==> src/rtl/riscv_lsu_pkg.sv <==
// Shared LSU definitions: access-size encodings, FSM states and lane helpers.
// Used by riscv_lsu and by the decoder.
package riscv_lsu_pkg;

  localparam logic [2:0] LDST_B  = 3'd0;
  localparam logic [2:0] LDST_H  = 3'd1;
  localparam logic [2:0] LDST_W  = 3'd2;
  localparam logic [2:0] LDST_BU = 3'd4;
  localparam logic [2:0] LDST_HU = 3'd5;

  typedef enum logic [1:0] {
    LSU_IDLE,
    LSU_BUSY,
    LSU_DONE
  } lsu_state_e;

  function automatic logic [3:0] lsu_be(input logic [2:0] size, input logic [1:0] addr_lo);
    case (size)
      LDST_B, LDST_BU: lsu_be = 4'b0001 << addr_lo;
      LDST_H, LDST_HU: lsu_be = 4'b0011 << {addr_lo[1], 1'b0};
      default:         lsu_be = '1;
    endcase
  endfunction

  function automatic logic [31:0] lsu_wd(input logic [2:0] size, input logic [31:0] wd);
    case (size)
      LDST_B, LDST_BU: lsu_wd = {4{wd[7:0]}};
      LDST_H, LDST_HU: lsu_wd = {2{wd[15:0]}};
      default:         lsu_wd = wd;
    endcase
  endfunction

  function automatic logic lsu_misaligned(input logic [2:0] size, input logic [1:0] addr_lo);
    case (size)
      LDST_B, LDST_BU: lsu_misaligned = 1'b0;
      LDST_H, LDST_HU: lsu_misaligned = addr_lo[0];
      default:         lsu_misaligned = (addr_lo != 2'b00);
    endcase
  endfunction

endpackage

==> src/rtl/lsu_rdata_ext.sv <==
// Load-data lane select and sign/zero extension; sizes other than B/BU/H/HU
// pass the word through.
module lsu_rdata_ext
  import riscv_lsu_pkg::*;
(
  input  logic [2:0]  size_i,
  input  logic [1:0]  addr_lo_i,
  input  logic [31:0] rdata_i,
  output logic [31:0] rdata_o
);

  logic [7:0]  byte_sel;
  logic [15:0] half_sel;

  always_comb begin
    case (addr_lo_i)
      2'd0:    byte_sel = rdata_i[7:0];
      2'd1:    byte_sel = rdata_i[15:8];
      2'd2:    byte_sel = rdata_i[23:16];
      default: byte_sel = rdata_i[31:24];
    endcase
    half_sel = addr_lo_i[1] ? rdata_i[31:16] : rdata_i[15:0];

    case (size_i)
      LDST_B:  rdata_o = {{24{byte_sel[7]}}, byte_sel};
      LDST_BU: rdata_o = {24'b0, byte_sel};
      LDST_H:  rdata_o = {{16{half_sel[15]}}, half_sel};
      LDST_HU: rdata_o = {16'b0, half_sel};
      default: rdata_o = rdata_i;
    endcase
  end

endmodule

==> src/rtl/riscv_lsu.sv <==
// Load-store unit: registers a core request, drives one memory access and
// stalls the core until it completes. Optional macro: LSU_MISALIGN_CHECK_EN.
module riscv_lsu
  import riscv_lsu_pkg::*;
(
  input  logic        clk_i,
  input  logic        rst_ni,
  input  logic        core_req_i,
  input  logic        core_we_i,
  input  logic [2:0]  core_size_i,
  input  logic [31:0] core_addr_i,
  input  logic [31:0] core_wd_i,
  output logic [31:0] core_rd_o,
  output logic        core_stall_o,
  output logic        misalign_o,
  output logic        mem_req_o,
  output logic        mem_we_o,
  output logic [3:0]  mem_be_o,
  output logic [31:0] mem_addr_o,
  output logic [31:0] mem_wd_o,
  input  logic [31:0] mem_rd_i,
  input  logic        mem_ready_i
);

  lsu_state_e  state_q;
  logic [2:0]  size_q;
  logic [31:0] rd_q;
  logic [31:0] rd_ext;

  lsu_rdata_ext u_rdata_ext (
    .size_i    (size_q),
    .addr_lo_i (mem_addr_o[1:0]),
    .rdata_i   (mem_rd_i),
    .rdata_o   (rd_ext)
  );

`ifdef LSU_MISALIGN_CHECK_EN
  logic misalign_q;
  assign misalign_o = misalign_q;
`else
  assign misalign_o = 1'b0;
`endif

  assign core_rd_o = rd_q;

  always_comb begin
    core_stall_o = 1'b0;
    case (state_q)
      LSU_IDLE: core_stall_o = core_req_i;
      LSU_BUSY: core_stall_o = 1'b1;
      default:  core_stall_o = 1'b0;
    endcase
  end

  always_ff @(posedge clk_i or negedge rst_ni) begin
    if (!rst_ni) begin
      state_q    <= LSU_IDLE;
      size_q     <= '0;
      rd_q       <= '0;
      mem_req_o  <= 1'b0;
      mem_we_o   <= 1'b0;
      mem_be_o   <= '0;
      mem_addr_o <= '0;
      mem_wd_o   <= '0;
`ifdef LSU_MISALIGN_CHECK_EN
      misalign_q <= 1'b0;
`endif
    end else begin
      case (state_q)
        LSU_IDLE: begin
          if (core_req_i) begin
            mem_we_o   <= core_we_i;
            size_q     <= core_size_i;
            mem_addr_o <= core_addr_i;
            mem_be_o   <= lsu_be(core_size_i, core_addr_i[1:0]);
            mem_wd_o   <= lsu_wd(core_size_i, core_wd_i);
`ifdef LSU_MISALIGN_CHECK_EN
            // Misaligned accesses never reach memory; they report through DONE.
            if (lsu_misaligned(core_size_i, core_addr_i[1:0])) begin
              rd_q       <= '0;
              misalign_q <= 1'b1;
              state_q    <= LSU_DONE;
            end else begin
              mem_req_o <= 1'b1;
              state_q   <= LSU_BUSY;
            end
`else
            mem_req_o <= 1'b1;
            state_q   <= LSU_BUSY;
`endif
          end
        end
        LSU_BUSY: begin
          if (mem_ready_i) begin
            if (!mem_we_o) rd_q <= rd_ext;
            mem_req_o <= 1'b0;
            state_q   <= LSU_DONE;
          end
        end
        LSU_DONE: begin
`ifdef LSU_MISALIGN_CHECK_EN
          misalign_q <= 1'b0;
`endif
          state_q <= LSU_IDLE;
        end
        default: begin
          mem_req_o <= 1'b0;
          state_q   <= LSU_IDLE;
        end
      endcase
    end
  end

endmodule

==> config.mk <==
export PLATFORM = sky130hd
export DESIGN_NAME = riscv_lsu
export DESIGN_NICKNAME = d
export VERILOG_FILES = /design/src/rtl/riscv_lsu_pkg.sv /design/src/rtl/lsu_rdata_ext.sv /design/src/rtl/riscv_lsu.sv
export SDC_FILE = /design/constraint.sdc
export NUM_CORES = 1
export LEC_CHECK = 0
export CORE_UTILIZATION = 46
export DETAILED_ROUTE_END_ITERATION = 8
export HOLD_SLACK_MARGIN = 0.15
export PLACE_DENSITY = 0.86
export SLEW_MARGIN = 20
export SYNTH_ARGS = -nofsm -noshare
export SYNTH_HDL_FRONTEND = slang
export SYNTH_SLANG_ARGS = --single-unit
==> constraint.sdc <==
create_clock -name clk_i -period 4 [get_ports clk_i]
set_input_delay 1 -clock clk_i [delete_from_list [all_inputs] [get_ports clk_i]]
set_output_delay 1 -clock clk_i [all_outputs]
set_load 0.02 [all_outputs]
==> out/qor.yml <==
cts:
  htreeDepth: 3
  postCtsSetupRepairBufs: 0
  cts.sinks: 107
  cts.clk_slew.worst_paths_ns: 0.10
  cts_resized: 0
  worstSkewPairLatency_ns: 0.36
  root_buffer: "clkbuf_8"
  cts_buffers: 9
  ctsHoldBuffers: 0
  cts_tree: "done"
  clockBufferDepth: 2
routing:
  wl_per_cell_um: 17.0
  vias: 4618
  first_pass_iters: 7
  drc: 0
  viasPerCell: 5.33
  drt_iter0_drc: 268
  ant_nets: 0
  routed_wl_um: 14700
synth:
  syn_inst: 540
  synthAdderAreaFrac_pct: 0
  ys_seq_elements: 107
  yosys.area_share.simple_pct: 24.3
  synthMuxAreaShare_pct: 7.46
  yosysSeqAreaShare_pct: 55.0
  synth-compound-area-share_pct: 9.54
  synth_cell_types: 33
  synth_edf_count: 0
  syn_nets: 644
  syn_area_um2: 4870
  synth-main-ff-cell: "dfrtp_1"
  synth-xor-area-share_pct: 0
  synth_area_per_cell_um2: 9.01
  synth_top_family_by_area: "simple AND/OR/NAND/NOR gates"
  ys.warnings.count: 0
  async_reset_ff_share_pct: 100
cells_and_area:
  diodes: 0
  synthToLayoutAreaGrowth_pct: 47.2
  layout-drive-gt1-share_pct: 6.44
  final_cell_area_um2: 7160
  fill_cells: 798
  register_area_um2: 2680
  multi_input_area_um2: 2020
  final_nets: 829
placed_design:
  portBuffers: 206
  dp_hpwl_um: 10600
  gp_congestion: 0.900
  placed_area_um2: 6990
floorplanning:
  ios: 208
  std_cell_rows: 37
  die_area_um2: 11000
  fp.dieH_um: 105
  start_util_pct: 47.3
  die_w_um: 105
  core_um2: 10300
worst_hold_path:
  min_path_type: "reg2reg"
  min_delay_path_depth: 2
setup_path:
  cp.arrival_ns: 2.35
  crit_type: "in2out"
  crit_path_start: "core_req_i"
  crit_end: "core_stall_o"
  crit_required_ns: 3.00
  rr_worst_depth: 4
  r2r_end: "core_rd_o[25]"
  rr_startpoint: "mem_addr_o[1]"
  end_kind: "output pin"
  critPathMaxFanout: 4
  setup.worst_path.start_class: "input port"
  r2r_slack_ns: 1.70
timing:
  rsz0062_at_grt: "false"
  slew-limit-headroom_pct: 36.5
  period_share_pct: 83.6
  period_minus_slack_ns: 3.35
  setup_viol: 0
  setup_tns_ns: 0
  worst_pin_slew_ns: 0.953
  hold_viol: 0
  fmax_ghz: 0.299
  slew_violations: 0
  skew_ns: 0.00695
grt:
  grt_antenna_before_repair: 0
  grt_max_degree: 84
  grt_pass1_vias: 4703
  grt_pass1_wl_um: 23100
  overflow: 0
  grt_use_total_pct: 27.0
power_and_ir_drop:
  power_uw: 5390
  p_leak_uw: 0.00320
  power_density_nw_per_um2: 753
  ir_drop_mv: 0.459
outcome:
  status: "completed"
flow_run:
  cap_viol_max_count: 0
-- critical path: stages --
cell             delay (ns)
clkdlybuf4s50_1        0.53
nor2_1                 0.06
nor2_1                 0.13
clkdlybuf4s50_1        0.63
-- worst min-delay path by stage --
stage,from,endpoint,slack (ns)
global route,mem_addr_o[12],mem_addr_o[12],0.51
finish,mem_addr_o[17],mem_addr_o[17],0.49
CTS,mem_addr_o[12],mem_addr_o[12],0.49
global placement,mem_addr_o[11],mem_addr_o[11],0.46
detailed placement,mem_addr_o[10],mem_addr_o[10],0.46
floorplan,size_q[2],size_q[2],0.47
-- per-stage QoR --
stage,utilization (%),cells,setup WS [ns],hold slack (ns)
floorplan,-,540,1.67,0.470
global placement,68.0,850,0.706,0.458
detailed placement,68.0,850,0.656,0.462
CTS,69.7,866,0.658,0.488
global route,69.7,866,0.623,0.508
finish,69.7,866,0.654,0.486
-- layer usage --
| layer | GRT usage, % | wire length, um |
|---|---|---|
| met1 | 31.3 | 5780 |
| met2 | 47.7 | 7300 |
| met3 | 10.2 | 1500 |
| met4 | 5.43 | 130 |
| met5 | 0 | 0 |
-- cell usage after synthesis, types with 2 or more instances --
cell type / count / area [um2]
mux2_2: 8 / 90.1
buf_6: 2 / 22.5
nor2_1: 38 / 143
nor3_1: 7 / 35.0
clkbuf_1: 30 / 113
nand2_1: 177 / 664
inv_1: 3 / 11.3
nand3b_1: 9 / 67.6
nand3_1: 32 / 160
or2_2: 7 / 43.8
mux2i_1: 25 / 250
buf_2: 3 / 15.0
a31oi_1: 10 / 62.6
a21oi_1: 37 / 185
buf_1: 2 / 7.51
o221a_2: 7 / 78.8
nand2b_1: 4 / 25.0
o21ai_0: 18 / 90.1
dfrtp_1: 107 / 2680
-- power by group --
part / leakage (uW) / switching, uW / internal [uW] / total [uW]
logic: 0.00183 / 1490 / 1320 / 2810
registers: 0.00128 / 401 / 1590 / 1990
clock network: 0.0000928 / 359 / 241 / 601
total: 0.00320 / 2250 / 3140 / 5390
-- registers in the layout, summed over array words and instances, names as in the netlist --
signal	cells
mem_req_o	1
state_q	2
mem_we_o	1
size_q	3
mem_addr_o	32
mem_wd_o	32
mem_be_o	4
core_rd_o	32
-- cell usage in the layout (no fill, tap or decap), types with 3 or more instances in the layout --
master	netlist	routed
inv_1	3	3
a31oi_1	10	10
nor2_1	38	38
a21oi_1	37	37
mux2_2	8	8
clkdlybuf4s50_1	0	205
clkbuf_8	0	10
nor3_1	7	7
o21ai_0	18	18
mux2i_1	25	25
or2_2	7	7
nand2b_1	4	4
nand3_1	32	32
nand2_1	177	177
o221a_2	7	7
clkinv_2	0	4
dfrtp_1	107	107
nand3b_1	9	9
buf_4	1	6
-- final cells by class --
cell class / count / share of cell area [%]
clock buffers: 11 / 1.97
flip-flops and latches: 107 / 37.4
multi-input cells: 392 / 28.2
clock inverters: 5 / 0.402
well taps: 136 / 2.38
repair buffers: 212 / 29.6
inverters: 3 / 0.157
-- kinds of logic after synthesis --
family / after synthesis
AOI/OAI and AO/OA: 78
buffers and inverters: 41
DFF: 107
muxes: 34
other: 1
and+or+nand+nor: 279
No activity file was read; power rests on OpenSTA's default activity.
